==> src/rtl/move_selector.sv <==
// move_selector: drives a Monte Carlo statistics block once per first-move
// direction (up/right/down/left), collects the accumulated move count of each
// run and reports the direction with the highest total. A per-direction
// watchdog abandons runs whose trial count never reaches the limit.
module move_selector #(
    parameter int WD_W = 24
) (
    input  logic        clk,
    input  logic        rst,
    input  logic        start,
    input  logic [79:0] board,
    input  logic [15:0] trial_limit,
    output logic        stat_rst,
    output logic [79:0] stat_board,
    output logic [1:0]  stat_dir,
    input  logic [31:0] stat_total,
    input  logic [31:0] stat_trials,
    output logic        busy,
    output logic        done,
    output logic [1:0]  best_dir,
    output logic [31:0] best_score,
    output logic        timeout
);

    typedef enum logic [2:0] {IDLE, CLEAR, RUN, CMP, FIN} state_t;

    localparam logic [WD_W-1:0] WD_MAX = '1;

    state_t          state_q, state_d;
    logic [79:0]     board_q, board_d;
    logic [15:0]     limit_q, limit_d;
    logic [1:0]      dir_q, dir_d;
    logic [31:0]     score_q, score_d;
    logic [31:0]     best_score_q, best_score_d;
    logic [1:0]      best_dir_q, best_dir_d;
    logic            timeout_q, timeout_d;
    logic            clr_cnt_q, clr_cnt_d;
    logic            first_q, first_d;
    logic [WD_W-1:0] wd_q, wd_d;
    logic            stat_rst_q, stat_rst_d;
    logic            busy_q, busy_d;
    logic            done_q, done_d;
    logic            trials_met;

    // Limit is stored already forced to at least 1, so a plain compare suffices.
    assign trials_met = (stat_trials >= {16'd0, limit_q});

    // Next-state and datapath control for the per-direction evaluation sequence.
    always_comb begin
        state_d      = state_q;
        board_d      = board_q;
        limit_d      = limit_q;
        dir_d        = dir_q;
        score_d      = score_q;
        best_score_d = best_score_q;
        best_dir_d   = best_dir_q;
        timeout_d    = timeout_q;
        clr_cnt_d    = clr_cnt_q;
        first_d      = first_q;
        wd_d         = wd_q;

        case (state_q)
            IDLE: begin
                if (start) begin
                    board_d      = board;
                    limit_d      = (trial_limit == 16'd0) ? 16'd1 : trial_limit;
                    dir_d        = 2'd0;
                    best_score_d = 32'd0;
                    best_dir_d   = 2'd0;
                    timeout_d    = 1'b0;
                    clr_cnt_d    = 1'b0;
                    state_d      = CLEAR;
                end
            end
            CLEAR: begin
                if (clr_cnt_q) begin
                    first_d = 1'b1;
                    wd_d    = '0;
                    state_d = RUN;
                end else begin
                    clr_cnt_d = 1'b1;
                end
            end
            RUN: begin
                first_d = 1'b0;
                if (first_q) begin
                    // Statistics outputs may still reflect the pre-clear run here.
                    wd_d = wd_q + WD_W'(1);
                end else if (trials_met) begin
                    score_d = stat_total;
                    state_d = CMP;
                end else if (wd_q == WD_MAX) begin
                    score_d   = 32'd0;
                    timeout_d = 1'b1;
                    state_d   = CMP;
                end else begin
                    wd_d = wd_q + WD_W'(1);
                end
            end
            CMP: begin
                // Strict compare: ties keep the earlier (lower) direction.
                if (score_q > best_score_q) begin
                    best_score_d = score_q;
                    best_dir_d   = dir_q;
                end
                if (dir_q != 2'd3) begin
                    dir_d     = dir_q + 2'd1;
                    clr_cnt_d = 1'b0;
                    state_d   = CLEAR;
                end else begin
                    state_d = FIN;
                end
            end
            FIN: begin
                state_d = IDLE;
            end
            default: begin
                state_d = IDLE;
            end
        endcase

        stat_rst_d = (state_d == CLEAR);
        busy_d     = (state_d == CLEAR) || (state_d == RUN) || (state_d == CMP);
        done_d     = (state_d == FIN);
    end

    // State and output registers; reset puts the statistics block in reset too.
    always_ff @(posedge clk or negedge rst) begin
        if (!rst) begin
            state_q      <= IDLE;
            board_q      <= '0;
            limit_q      <= 16'd1;
            dir_q        <= 2'd0;
            score_q      <= 32'd0;
            best_score_q <= 32'd0;
            best_dir_q   <= 2'd0;
            timeout_q    <= 1'b0;
            clr_cnt_q    <= 1'b0;
            first_q      <= 1'b0;
            wd_q         <= '0;
            stat_rst_q   <= 1'b1;
            busy_q       <= 1'b0;
            done_q       <= 1'b0;
        end else begin
            state_q      <= state_d;
            board_q      <= board_d;
            limit_q      <= limit_d;
            dir_q        <= dir_d;
            score_q      <= score_d;
            best_score_q <= best_score_d;
            best_dir_q   <= best_dir_d;
            timeout_q    <= timeout_d;
            clr_cnt_q    <= clr_cnt_d;
            first_q      <= first_d;
            wd_q         <= wd_d;
            stat_rst_q   <= stat_rst_d;
            busy_q       <= busy_d;
            done_q       <= done_d;
        end
    end

    assign stat_rst   = stat_rst_q;
    assign stat_board = board_q;
    assign stat_dir   = dir_q;
    assign busy       = busy_q;
    assign done       = done_q;
    assign best_dir   = best_dir_q;
    assign best_score = best_score_q;
    assign timeout    = timeout_q;

endmodule

==> config.mk <==
export PLATFORM = sky130hd
export DESIGN_NAME = move_selector
export DESIGN_NICKNAME = d
export VERILOG_FILES = /design/src/rtl/move_selector.sv
export SDC_FILE = /design/constraint.sdc
export NUM_CORES = 1
export LEC_CHECK = 0
export ABC_AREA = 1
export ABC_CLOCK_PERIOD_IN_PS = 2270
export BUFFER_PORTS_ARGS = -buffer_cell sky130_fd_sc_hd__buf_2
export CORE_MARGIN = 5
export CORE_UTILIZATION = 53
export CTS_CLUSTER_SIZE = 12
export DETAILED_ROUTE_END_ITERATION = 10
export PLACE_DENSITY = 0.81
export SKIP_CTS_REPAIR_TIMING = 1
export SLEW_MARGIN = 20
export SYNTH_ARGS = -nofsm -noshare
export SYNTH_HDL_FRONTEND = slang
export SYNTH_SLANG_ARGS = --single-unit
==> constraint.sdc <==
create_clock -name clk -period 2.27 [get_ports clk]
set_clock_uncertainty 0.15 [all_clocks]
set_input_delay 0.454 -clock clk [delete_from_list [all_inputs] [get_ports clk]]
set_output_delay 0.454 -clock clk [all_outputs]
set_load 0.02 [all_outputs]
# --- Word-level counts from Yosys, hierarchy flattened ---
# Cells that the tools add are included.
op_classes:
  add_sub_neg: 2
  n_reduce_logical: 17
  eq_ne: 18
  muxes: 32
  bitwise: 1
  order_cmp: 2
op_table:
  columns: ["op", "n"]
  rows:
  - ["$mux W32", 4]
  - ["$mux W24", 4]
  - ["$pmux W32 S2", 1]
  - ["$pmux W24 S2", 1]
  - ["$ge A32 B16 Y1", 1]
  - ["$gt A32 B32 Y1", 1]
  - ["$add A24 B1 Y24 const B", 1]
  - ["$eq A24 B24 Y1 const B", 1]
  - ["$mux W3", 6]
  - ["$logic_not A16 Y1", 1]
  - ["$mux W16", 1]
  - ["$ne A2 B2 Y1 const B", 8]
  - ["$eq A3 B2 Y1 const B", 4]
  - ["$pmux W3 S4", 1]
  - ["$reduce_and A3 Y1", 4]
  - ["$pmux W2 S2", 2]
  - ["$reduce_bool A2 Y1", 4]
  - ["$eq A3 B1 Y1 const B", 2]
  - ["$mux W1", 6]
  - ["$mux W2", 3]
  - ["$ne A3 B3 Y1 const B", 2]
  - ["$reduce_and A5 Y1", 1]
  - ["$pmux W1 S2", 2]
  - ["$reduce_and A2 Y1", 2]
  - ["8 further kinds", 9]
word_totals:
  register_bits: 197
  input_bits: 163
  elab_cells: 86
  output_inout_bits: 120

# --- Depth between registers and ports, before layout ---
depth:
  ltp_word: 8
  depth_mapped: 18
  depth_no_buf: 17

# --- Least setup slack after synthesis ---
# No wires, ideal clock.
synth_timing:
  path_type: "register to register"
  start: "reg best_score_q[23], in the netlist best_score[23]"
  end: "reg best_score_q[24], in the netlist best_score[24]"
  t_required_ps: 2003
  stages_incl_launch_ff: 13
  synth_period_minus_slack_ps: 2137
  slack_ps: 133
  n_path_buf: 1
  setup_ps: 117
  arrival_time_ps: 1870
  cell_sequence: "dfrtp_1 -> inv_1 -> ha_1 -> nand2_1 -> nor2_1 -> nand2_1 -> nor3_1 -> a21oi_1 -> nand2_1 -> nand2_2 -> buf_4 -> nand2_1 -> nand2_1"
synth_between:
  elab_chain_len: 3
synth_lines:
  columns: ["item", "line", "text"]
  rows:
  - ["start, declared", "34", "logic [31:0] best_score_q, best_score_d;"]
  - ["start signal, assigned", "150", "best_score_q <= best_score_d;"]
  - ["$gt A32 B32 Y1", "102", "if (score_q > best_score_q) begin"]
  - ["$ne A2 B2 Y1 (no source line)", null, null]
  - ["$reduce_and A3 Y1 (no source line)", null, null]
# Every way passes these cells.
# A chain may end at the register's enable or synchronous reset.

# --- Worst setup path in the final report ---
layout_timing:
  start: "reg best_score_q[9], in the netlist best_score[9]"
  end: "reg best_score_q[11], in the netlist best_score[11]"
# The elaborated chain is that of the path after synthesis.

==> impl_metrics.ini <==
[outcome]
status = completed

[route]
wire_per_inst_um = 15.7
vias_per_cell = 5.22
drc = 0
ant_nets = 0
firstDrtPassIters = 5
drtIter0Drc = 603
wl_um = 28300
vias = 9405

[placement]
dpl.cell_count = 1761
numPortBuffers = 282
gp_congestion = 0.940
dp_hpwl_um = 20400

[die]
core_um2 = 18600
initial_core_util_pct = 53.5
num_rows = 50
dieArea_um2 = 21600
ios = 283
die_h_um = 147
die_w_um = 147

[logic_synthesis]
synth_edf_count = 0
syn_inst = 1263
async_flop_share_pct = 100
synth_nets = 1476
synth_ff_type = dfrtp_1
synthDistinctLibCells = 33
yosysWarnings = 0
netlist_area_um2 = 9950
yosysSeqAreaShare_pct = 49.6
syn-mean-instance-area_um2 = 7.88
synth_seq_cells = 197

[sta]
slew_viol_final = 0
final.period_utilization_pct = 95.3
setup_viol = 0
fin_hold_ws_ns = 0.0560
slew_headroom_pct = 69.2
max_freq_mhz = 462
worstMarginPinSlew_ns = 0.461
fin_crit_ns = 2.16
hold_viol_final = 0

[global_routing]
grt_max_degree = 112
antenna_found_initial = 4
grt_first_pass_wirelength_um = 45900
grt_usage_pct = 26.0
grt_pass1_vias = 9332
grt_overflow = 0

[cells_and_area]
fin_cells = 1802
layout_common_cells = nand2_1 (479), buf_2 (281), dfrtp_1 (195)
syn_to_final_growth_pct = 26.6
multi_input_area_um2 = 4370
drive_gt1_share_pct = 25.5
fill_cells = 1472
layout_commonest_cell = nand2_1
regArea_um2 = 4930
nets = 1766

[setup_path]
worstPathArrival_ns = 2.33
timing.rr.end = best_score[11]
critical_path.top_delay_family = simple AND/OR/NAND/NOR gates
timing.critical_path.fanout_max = 13
crit_top_cell = nand2_1
crit_slowest_cell = dfrtp_1
path_buf_inv = 2
cp_cell_sequence = inv_1 > ha_1 > a21oi_2 > o21ai_1 > a21oi_1 > nand2_1 > nand2_1 > nand2_1 > nand2_2 > nand2_4 > clkbuf_16 > nand2_1 > nand2_1
r2r_slack_ns = 0.11
cp.required_ns = 2.44
criticalPathCategory = register to register
r2r_start = best_score[9]
crit_path_start_kind = register
cp-end-kind = register
reg2reg_depth = 13
crit_path_max_incr_delay_ns = 0.37

[clock_network]
clock_sinks = 197
htreeDepth = 4
cts_tree = done
cts.path.max_buffers = 2
clkSlewWorstSetupHoldPaths_ns = 0.08
clk-insertion-delay-late_ns = 0.43
cts_root_buf = clkbuf_16
cts_buffers = 17

[hold_path]
hp-start = board[27]
hold_end = stat_board[27]
hold_class = input port to register
min_path_cells = 3

[power_and_ir_drop]
power.density_nw_per_um2 = 1400
p_leak_nw = 6.83
design_power_total_mw = 17.6
peakVddDrop_mv = 0.770

[flow_run]
cap_violations = 0
synth_stat cells, types with 2 or more instances:
| cell type | n | area share (%) |
|---|---|---|
| a21o_1 | 3 | 0.23 |
| a21oi_1 | 25 | 1.3 |
| buf_1 | 3 | 0.11 |
| buf_2 | 18 | 0.91 |
| buf_4 | 6 | 0.45 |
| buf_6 | 2 | 0.23 |
| clkbuf_1 | 28 | 1.1 |
| dfrtp_1 | 195 | 49 |
| dfstp_2 | 2 | 0.53 |
| ha_1 | 50 | 6.3 |
| inv_1 | 117 | 4.4 |
| inv_2 | 7 | 0.26 |
| nand2_1 | 482 | 18 |
| nand2_2 | 4 | 0.25 |
| nand3_1 | 52 | 2.6 |
| nand3_2 | 2 | 0.20 |
| nand3_4 | 2 | 0.35 |
| nand4_1 | 61 | 3.8 |
| nor2_1 | 113 | 4.3 |
| nor2_2 | 3 | 0.19 |
| nor3_1 | 6 | 0.30 |
| nor4_1 | 4 | 0.25 |
| o21ai_0 | 25 | 1.3 |
| o21ai_1 | 30 | 1.5 |
| xnor2_1 | 5 | 0.44 |
| xor2_1 | 11 | 0.97 |
per-stage QoR:
| step | setup TNS (ns) | area [um^2] | setup slack [ns] | util [%] |
|---|---|---|---|---|
| floorplan | 0 | 9950 | 0.133 | - |
| global placement | -0.0221 | 11800 | -0.00459 | 63.5 |
| detailed placement | -2.71 | 11800 | -0.102 | 63.5 |
| CTS | -0.397 | 12400 | -0.0368 | 66.8 |
| global route | -0.0701 | 12600 | -0.0152 | 67.8 |
| finish | 0 | 12600 | 0.106 | 67.8 |
final cells by class:
| type | count | share of cell area, % |
|---|---|---|
| timing repair buffer | 328 | 15.2 |
| clock buffer | 17 | 3.38 |
| sequential | 197 | 39.2 |
| clock inverter | 15 | 1.51 |
| tap | 234 | 2.32 |
| antenna | 2 | 0.0397 |
| multi-input combinational | 885 | 34.7 |
| inverter | 124 | 3.71 |
logic make-up (layout without fill, tap and decap cells):
group / Yosys count / in the layout / share of synthesized area (%)
flip-flops: 197 / 197 / 49.6
adder cells (fa/ha/maj): 50 / 50 / 6.29
buffers and inverters: 181 / 484 / 7.43
AND/OR/NAND/NOR: 732 / 732 / 30.7
XOR/XNOR: 16 / 16 / 1.41
AO/OA/AOI/OAI: 87 / 87 / 4.55
other: 0 / 2 / 0
worst register-to-register path, cell delays in order (launching register included):
cell and delay, ns:
dfrtp_1 0.37, inv_1 0.05, ha_1 0.32, a21oi_2 0.14, o21ai_1 0.08, a21oi_1 0.17, nand2_1 0.10, nand2_1 0.07
nand2_1 0.06, nand2_2 0.13, nand2_4 0.10, clkbuf_16 0.21, nand2_1 0.07, nand2_1 0.05
layer usage:
| metal | routed length [um] | track usage, % |
|---|---|---|
| met2 | 13900 | 43.9 |
| met3 | 2600 | 7.68 |
| met4 | 634 | 7.83 |
| met5 | 39 | 0 |
| met1 | 11100 | 32.6 |
sequential cells by signal (all words and copies together) (netlist names), 2 cells and up:
register / flops
stat_board: 80
best_score: 32
score_q: 32
wd_q: 24
limit_q: 16
state_q: 3
best_dir: 2
stat_dir: 2
power breakdown:
part	switching [mW]	internal, mW	total [mW]
combinational	5.56	3.09	8.66
clock	1.48	1.59	3.07
sequential	0.867	5.01	5.88
worst max-delay path by stage:
stage                    start        endpoint  slack [ns]  depth (start not counted)
4_1_cts          best_score[7]   best_score[4]       -0.04                         14
2_1_floorplan   best_score[23]  best_score[24]        0.13                         12
3_5_place_dp   stat_trials[15]     score_q[25]       -0.10                         12
3_3_place_gp   stat_trials[15]     score_q[17]      -0.005                         12
6_report         best_score[9]  best_score[11]        0.11                         13
5_1_grt         best_score[23]   best_score[7]       -0.02                         12
Power figures use the tool's default switching activity.
